**src/rtl/heartbeat_sampler.sv**
```systemverilog
// heartbeat_sampler: synchronizes and qualifies the raw pulse-sensor input,
// measures the inter-beat interval in milliseconds, packs each beat (or an
// outage) into a 32-bit record and hands it to the peripheral over a
// 4-phase IO_READ_RDY / IO_READ_ACK handshake with a one-entry pending buffer.
module heartbeat_sampler #(
    parameter int unsigned CLK_HZ     = 50_000_000,
    parameter int unsigned REFRACT_MS = 250,
    parameter int unsigned TIMEOUT_MS = 3000
) (
    input  logic        HCLK,
    input  logic        HRESETn,
    input  logic        BEAT_IN,
    input  logic        IO_READ_ACK,
    output logic [31:0] IO_HEARTBEAT,
    output logic        IO_READ_RDY
);

    // Millisecond prescaler geometry; a divisor below 1 is clamped to 1.
    localparam int unsigned TICK_DIV  = (CLK_HZ / 1000 >= 1) ? CLK_HZ / 1000 : 1;
    localparam int unsigned PW        = (TICK_DIV > 1) ? $clog2(TICK_DIV) : 1;
    localparam logic [PW-1:0] PRESC_MAX = PW'(TICK_DIV - 1);
    localparam logic [15:0]   REFRACT   = 16'(REFRACT_MS);
    localparam logic [15:0]   TIMEOUT   = 16'(TIMEOUT_MS);
    localparam logic [15:0]   MS_MAX    = 16'hFFFF;

    typedef enum logic [1:0] {
        ST_IDLE  = 2'd0,
        ST_VALID = 2'd1,
        ST_DRAIN = 2'd2
    } state_e;

    // Input synchronizer and edge-detect history.
    logic sync1_q, sync2_q, sync_prev_q;

    // Measurement state.
    logic [PW-1:0] presc_q, presc_d;
    logic [15:0]   ms_cnt_q, ms_cnt_d;
    logic [7:0]    seq_q, seq_d;
    logic          first_q, first_d;     // next accepted beat waives refractory, interval 0
    logic          armed_q, armed_d;     // a timeout record may still be emitted for this outage

    // Pending buffer and handshake.
    logic          pend_full_q, pend_full_d;
    logic [31:0]   pend_data_q, pend_data_d;
    logic [31:0]   hb_q, hb_d;
    state_e        state_q, state_d;

    // Combinational events.
    logic          rise, tick, accept, tmo, new_rec, unload, overrun;
    logic [15:0]   interval;

    // Two-flop synchronizer on BEAT_IN plus one history flop for edge detection.
    // NOTE: sequential state uses non-blocking assignments so every flop samples
    // pre-edge values; blocking here would collapse the synchronizer chain.
    always_ff @(posedge HCLK or negedge HRESETn) begin
        if (!HRESETn) begin
            sync1_q     <= 1'b0;
            sync2_q     <= 1'b0;
            sync_prev_q <= 1'b0;
        end else begin
            sync1_q     <= BEAT_IN;
            sync2_q     <= sync1_q;
            sync_prev_q <= sync2_q;
        end
    end

    assign rise = sync2_q & ~sync_prev_q;
    assign tick = (presc_q == PRESC_MAX);

    // Handshake FSM: unload pending into the output register, hold it while
    // valid, then wait for the ACK level to return low.
    // NOTE: every output of an always_comb gets a default first; a path that
    // leaves one unassigned would infer a latch.
    always_comb begin
        state_d = state_q;
        hb_d    = hb_q;
        unload  = 1'b0;
        case (state_q)
            ST_IDLE: begin
                if (pend_full_q && !IO_READ_ACK) begin
                    unload  = 1'b1;
                    hb_d    = pend_data_q;
                    state_d = ST_VALID;
                end
            end
            ST_VALID: begin
                if (IO_READ_ACK) state_d = ST_DRAIN;
            end
            ST_DRAIN: begin
                if (!IO_READ_ACK) state_d = ST_IDLE;
            end
            default: state_d = ST_IDLE;
        endcase
    end

    // Beat qualification, interval/timeout bookkeeping and pending-buffer writes.
    always_comb begin
        // An accepted beat outranks a timeout reached in the same cycle.
        accept   = rise & (first_q | (ms_cnt_q >= REFRACT));
        tmo      = armed_q & (ms_cnt_q >= TIMEOUT) & ~accept;
        new_rec  = accept | tmo;
        // A full pending entry being unloaded this cycle is not lost.
        overrun  = pend_full_q & ~unload;
        interval = tmo ? MS_MAX : (first_q ? 16'h0000 : ms_cnt_q);

        presc_d  = tick ? '0 : presc_q + PW'(1);

        ms_cnt_d = ms_cnt_q;
        if (accept) begin
            ms_cnt_d = 16'h0000;               // a coincident tick is dropped
        end else if (tick && ms_cnt_q != MS_MAX) begin
            ms_cnt_d = ms_cnt_q + 16'd1;
        end

        seq_d   = new_rec ? seq_q + 8'd1 : seq_q;
        first_d = first_q;
        armed_d = armed_q;
        if (accept) begin
            first_d = 1'b0;
            armed_d = 1'b1;
        end else if (tmo) begin
            first_d = 1'b1;
            armed_d = 1'b0;
        end

        pend_full_d = pend_full_q;
        pend_data_d = pend_data_q;
        if (new_rec) begin
            pend_full_d = 1'b1;
            pend_data_d = {6'b0, tmo, overrun, seq_q, interval};
        end else if (unload) begin
            pend_full_d = 1'b0;
        end
    end

    // Measurement and pending-buffer registers.
    always_ff @(posedge HCLK or negedge HRESETn) begin
        if (!HRESETn) begin
            presc_q     <= '0;
            ms_cnt_q    <= 16'h0000;
            seq_q       <= 8'h00;
            first_q     <= 1'b1;
            armed_q     <= 1'b1;
            pend_full_q <= 1'b0;
            pend_data_q <= 32'h0;
        end else begin
            presc_q     <= presc_d;
            ms_cnt_q    <= ms_cnt_d;
            seq_q       <= seq_d;
            first_q     <= first_d;
            armed_q     <= armed_d;
            pend_full_q <= pend_full_d;
            pend_data_q <= pend_data_d;
        end
    end

    // Handshake state and output record register.
    always_ff @(posedge HCLK or negedge HRESETn) begin
        if (!HRESETn) begin
            state_q <= ST_IDLE;
            hb_q    <= 32'h0;
        end else begin
            state_q <= state_d;
            hb_q    <= hb_d;
        end
    end

    assign IO_HEARTBEAT = hb_q;
    assign IO_READ_RDY  = (state_q == ST_VALID);

endmodule
```
**config.mk**
```make
export PLATFORM = sky130hd
export DESIGN_NAME = heartbeat_sampler
export DESIGN_NICKNAME = d
export VERILOG_FILES = /design/src/rtl/heartbeat_sampler.sv
export SDC_FILE = /design/constraint.sdc
export NUM_CORES = 1
export LEC_CHECK = 0
export BUFFER_PORTS_ARGS = -buffer_cell sky130_fd_sc_hd__buf_4
export CORE_MARGIN = 2
export CORE_UTILIZATION = 25
export DETAILED_ROUTE_END_ITERATION = 10
export PLACE_DENSITY_LB_ADDON = 0.25
export SYNTH_ARGS = -nofsm -noshare
export SYNTH_HDL_FRONTEND = slang
export SYNTH_SLANG_ARGS = --single-unit
```
**constraint.sdc**
```tcl
create_clock -name HCLK -period 6.43 [get_ports HCLK]
set_input_delay 1.286 -clock HCLK [delete_from_list [all_inputs] [get_ports HCLK]]
set_output_delay 1.286 -clock HCLK [all_outputs]
set_load 0.02 [all_outputs]
```
After elaboration in Yosys (flattened, before gate mapping):

Cells that the tools add are included.

* add/sub/neg operators: 3
* multipliers: 0
* divide/modulo/power cells: 0
* order comparisons: 2
* equality and inequality tests: 7
* shift operators: 0
* multiplexer cells: 17
* bitwise operators: 10
* reduce and logical (&&, ||, !) cells: 9

Operators with widths (number)
* 16-bit 2-to-1 mux: 5
* 16-bit by 1-bit adder with 16-bit output, second input constant: 2
* 16-bit == test, second input constant: 1
* 16-bit by 12-bit >= comparator with 1-bit output, second input constant: 1
* 16-bit by 8-bit >= comparator with 1-bit output, second input constant: 1
* 16-bit != test, second input constant: 1
* 8-bit by 1-bit adder with 8-bit output, second input constant: 1
* 1-bit 2-to-1 mux: 8
* 2-bit 2-to-1 mux: 3
* 2-bit != test, second input constant: 3
* 2-bit case mux with 3 select lines: 1
* 2-bit nonzero test: 3
* 1-bit AND: 5
* 1-bit inverter: 3
* 3-bit AND reduction: 1
* 2-bit by 1-bit == test with 1-bit output, second input constant: 1
* 2-bit == test, second input constant: 1
* 1-bit logical AND: 2
* 2-bit logical NOT: 1
* 1-bit OR: 2
* 2-bit AND reduction: 1
* 1-bit logical NOT: 1

* register bits: 100
* bits in latches: 0
* memory bits (writable): 0
* ROM bits: 0
* input bits: 4
* output and inout bits: 33
* logic and storage cells: 60
* memories kept: 0

Logic depth before layout (Yosys ltp):

* depth after elaboration: 7
* gate-level depth with buffers: 9
* mapped depth without buffers: 7

Worst setup path after synthesis:

OpenSTA, ideal clock, no wires.

* path type: input -> register
* from: input port IO_READ_ACK
* to: register hb_q[10], in the netlist IO_HEARTBEAT[10]
* arrival time: 2565 ps
* setup slack: 3740 ps
* stages on the path: 4
* path buffers: 2
* cell sequence: nor4b_1 > clkbuf_1 > clkbuf_1 > mux2_2

* word-level cells in the longest chain between the ends: 3

RTL lines
* start: declaration: line 13 `input logic IO_READ_ACK,`
* 1-bit logical NOT
* 1-bit logical AND: line 80 `if (pend_full_q && !IO_READ_ACK) begin`
* 2-bit AND reduction (no line)
* end signal: assignment: line 161 `hb_q <= 32'h0;`
* end signal: assignment: line 164 `hb_q <= hb_d;`
* end: declaration: line 45 `logic [31:0] hb_q, hb_d;`

No other way between the ends.
A chain may end at the register's enable or synchronous reset.

Worst setup path in the final report:

* from: register ms_cnt_q[1]
* to: register ms_cnt_q[4]

* word-level cells in the longest chain between the ends: 4
* elaborated cells on any way between the ends: 9
* classes of those cells: add/sub (1); order compare (1); eq/ne (1); mux (2); bitwise (2); reduce/logical (2)

RTL lines
* start: declaration: line 37 `logic [15:0] ms_cnt_q, ms_cnt_d;`
* start signal: assignment: line 148 `ms_cnt_q <= ms_cnt_d;`
* 16-bit by 8-bit >= comparator with 1-bit output: line 99 `accept = rise & (first_q | (ms_cnt_q >= REFRACT));`
* 1-bit OR: line 99
* 1-bit AND: line 99
* 16-bit 2-to-1 mux or 2-bit nonzero test (tied branches)

Parallel ways exist; a longest one is shown, timed or not. The select of a mux whose other input is x is not followed.

==> qor.yml <==
outcome: "completed"
synth-seq-area-share: 0.5643
grt_pass1_vias: 2983
die_area_sq_mm: 0.01884
cp_data_arrival_time_ps: 2840
gp_congestion: 0.7732
multi_input_area_sq_mm: 0.001783
setup_viol: 0
fmax_ghz: 0.3846
drcViolationCount: 0
reg2reg_slack_ps: 3830
drive_gt1_frac: 0.2306
synthFlopType: "dfrtp_1"
yosysTopAreaCell: "dfrtp_1"
synth_adder_area_share: 0.01127
dp_worst_setup_slack_ps: 3845
cts_tree: "built"
hpwl_um: 5527
coreArea_sq_mm: 0.01736
path_cells: "ha_1 > nand2_1 > nor3_1 > and4_1 > nor4b_2 > mux2_2"
muxShareOfSynthArea: 0.09611
fillCellCount: 1809
min_from: "sync1_q$_DFF_PN0_"
drt-initial-drc-count: 101
cp-startpoint: "ms_cnt_q[1]$_DFFE_PN0P_"
antenna_left: 0
synth_xor_area_frac: 0.04143
end_kind: "flop"
drv_slew: 0
antenna_cells: 0
mappedNetlistArea_sq_mm: 0.004439
timing.final.ws_setup_ps: 3830
synth_compound_area_frac: 0.08709
rsz0062_at_grt: "false"
insertion_delay_ps: 350
slowest_delay_ps: 810
r2r_start: "ms_cnt_q[1]$_DFFE_PN0P_"
grt_pass1_wl_um: 14660
synth_top_family_by_area: "simple AND/OR/NAND/NOR gates"
syn_inst: 384
crit_family: "simple AND/OR/NAND/NOR gates"
cp-start-kind: "flop"
antenna_found_initial: 0
die_h_um: 137.3
min_path_type: "flop to flop"
cts_resized: 0
reg2reg_depth: 6
synth_warnings: 0
maxSlewHeadroom: 0.4737
crit_buf_inv: 0
cts_root_buffer: "clkbuf_16"
syn2layout_area_growth_pct: 16.32
clock_sinks: 100
period_minus_slack_ps: 2600
overflow: 0
max-vdd-ir-drop_v: 0.0001677
avgSynthCellArea_sq_um: 11.56
p_leak_nw: 2.346
regArea_sq_mm: 0.002505
fin_skew_ps: 8.286
power_density_mw_per_mm2: 231.8
maxCapViolCount: 0
vias: 2942
worst_r2r_endpoint: "ms_cnt_q[4]$_DFFE_PN0P_"
clk_pin_slew_ps: 80
finalPower_w: 0.001197
fin_tns_setup_ps: 0
synth_seq_cells: 100
crit_fanout: 26
crit_cells: 6
final_common_cell: "dfrtp_1"
fp.dieW_um: 137.3
avgRoutedWirePerCell_um: 13.59
min_period_over_period: 0.4044
grt_max_degree: 60
rows: 48
cts_buffers: 9
critPathSlowestCell: "and4_1"
portBuffers: 30
ys_types: 47
netlist.area_leader.share: 0.5524
cts_buffer_depth: 2
fin_nets: 415
critical_path_required_ps: 6670
worstMarginPinSlew_ps: 789.4
htree_levels: 3
worstSetupPathType: "flop to flop"
synth-edff-count: 0
vias_per_cell: 4.619
layout_common_cells: "dfrtp_1, mux2_2, buf_4"
ctsHoldBuffers: 0
initial_core_util: 0.2558
critPathCapture: "ms_cnt_q[4]$_DFFE_PN0P_"
wl_um: 8659
drt_first_pass_iters: 6
io_pins: 37
synthSimpleGateAreaFrac: 0.1590
ys_async_sr_fraction: 1.000
synthTopCellsByArea: "dfrtp_1, mux2_2, a21oi_1"
cts_setup_buffers: 0
finalHoldViolCount: 0
grt_use_total: 0.09880
sequential cells by signal, indices dropped and copies added (netlist names):
name / count
IO_HEARTBEAT: 26
armed_q: 1
first_q: 1
ms_cnt_q: 16
pend_data_q: 26
pend_full_q: 1
presc_q: 16
seq_q: 8
state_q: 2
sync1_q: 1
sync2_q: 1
sync_prev_q: 1
power breakdown:
part	switching, W	leakage [nW]	internal (W)
sequential	0.000000368	1.36	0.000629
clock	0.000264	0.147	0.000286
combinational	0.0000156	0.835	0.00000166
worst min path at each step:
stage	depth (start not counted)	end	slack [ps]
after floorplan	0	sync2_q$_DFF_PN0_	330
after global placement	0	sync2_q$_DFF_PN0_	350
after detailed placement	0	sync2_q$_DFF_PN0_	340
after CTS	0	sync2_q$_DFF_PN0_	360
after global routing	0	sync2_q$_DFF_PN0_	370
final	0	sync2_q$_DFF_PN0_	350
cell usage after synthesis (9+ instances only):
master / number
a21oi_1: 26
clkbuf_1: 14
dfrtp_1: 98
mux2_2: 37
nand2_1: 9
nand2b_1: 17
nand3_1: 16
nor2_1: 18
nor3_1: 18
o31ai_1: 10
or4_1: 10
xnor2_1: 12
xor2_1: 9
final cells by class:
class                   count  area share
flip-flops and latches    100      0.4851
multi-input cells         254      0.3453
well taps                 225     0.05452
repair buffers             35     0.05088
clock buffers              10     0.04628
clock inverters             6     0.01284
inverters                   7    0.005088
per-stage QoR:
step,area (sq um),hold WS [ps],instances,util
2_1_floorplan,4458,331.2,389,-
3_3_place_gp,4858,345.3,621,0.2799
3_5_place_dp,4858,339.3,621,0.2799
4_1_cts,5164,358.1,637,0.2975
5_1_grt,5164,370.6,637,0.2975
6_report,5164,353.0,637,0.2975
cell families after synthesis:
logic type	count (synthesis)
and+or+nand+nor	123
muxes	38
DFF	100
adders and majority gates	4
AOI/OAI and AO/OA	62
xor gates and xnor gates	21
buffers and inverters	35
other	1
layer usage:
layer  vias up  routed length, um  global-route usage
met5         -                  0                   0
met4         0                 87             0.03379
met3         6                332             0.02870
met2        43               4109              0.1556
met1      1471               4130              0.1299
li1       1422                  -                   -
No activity file was read; power rests on OpenSTA's default activity.
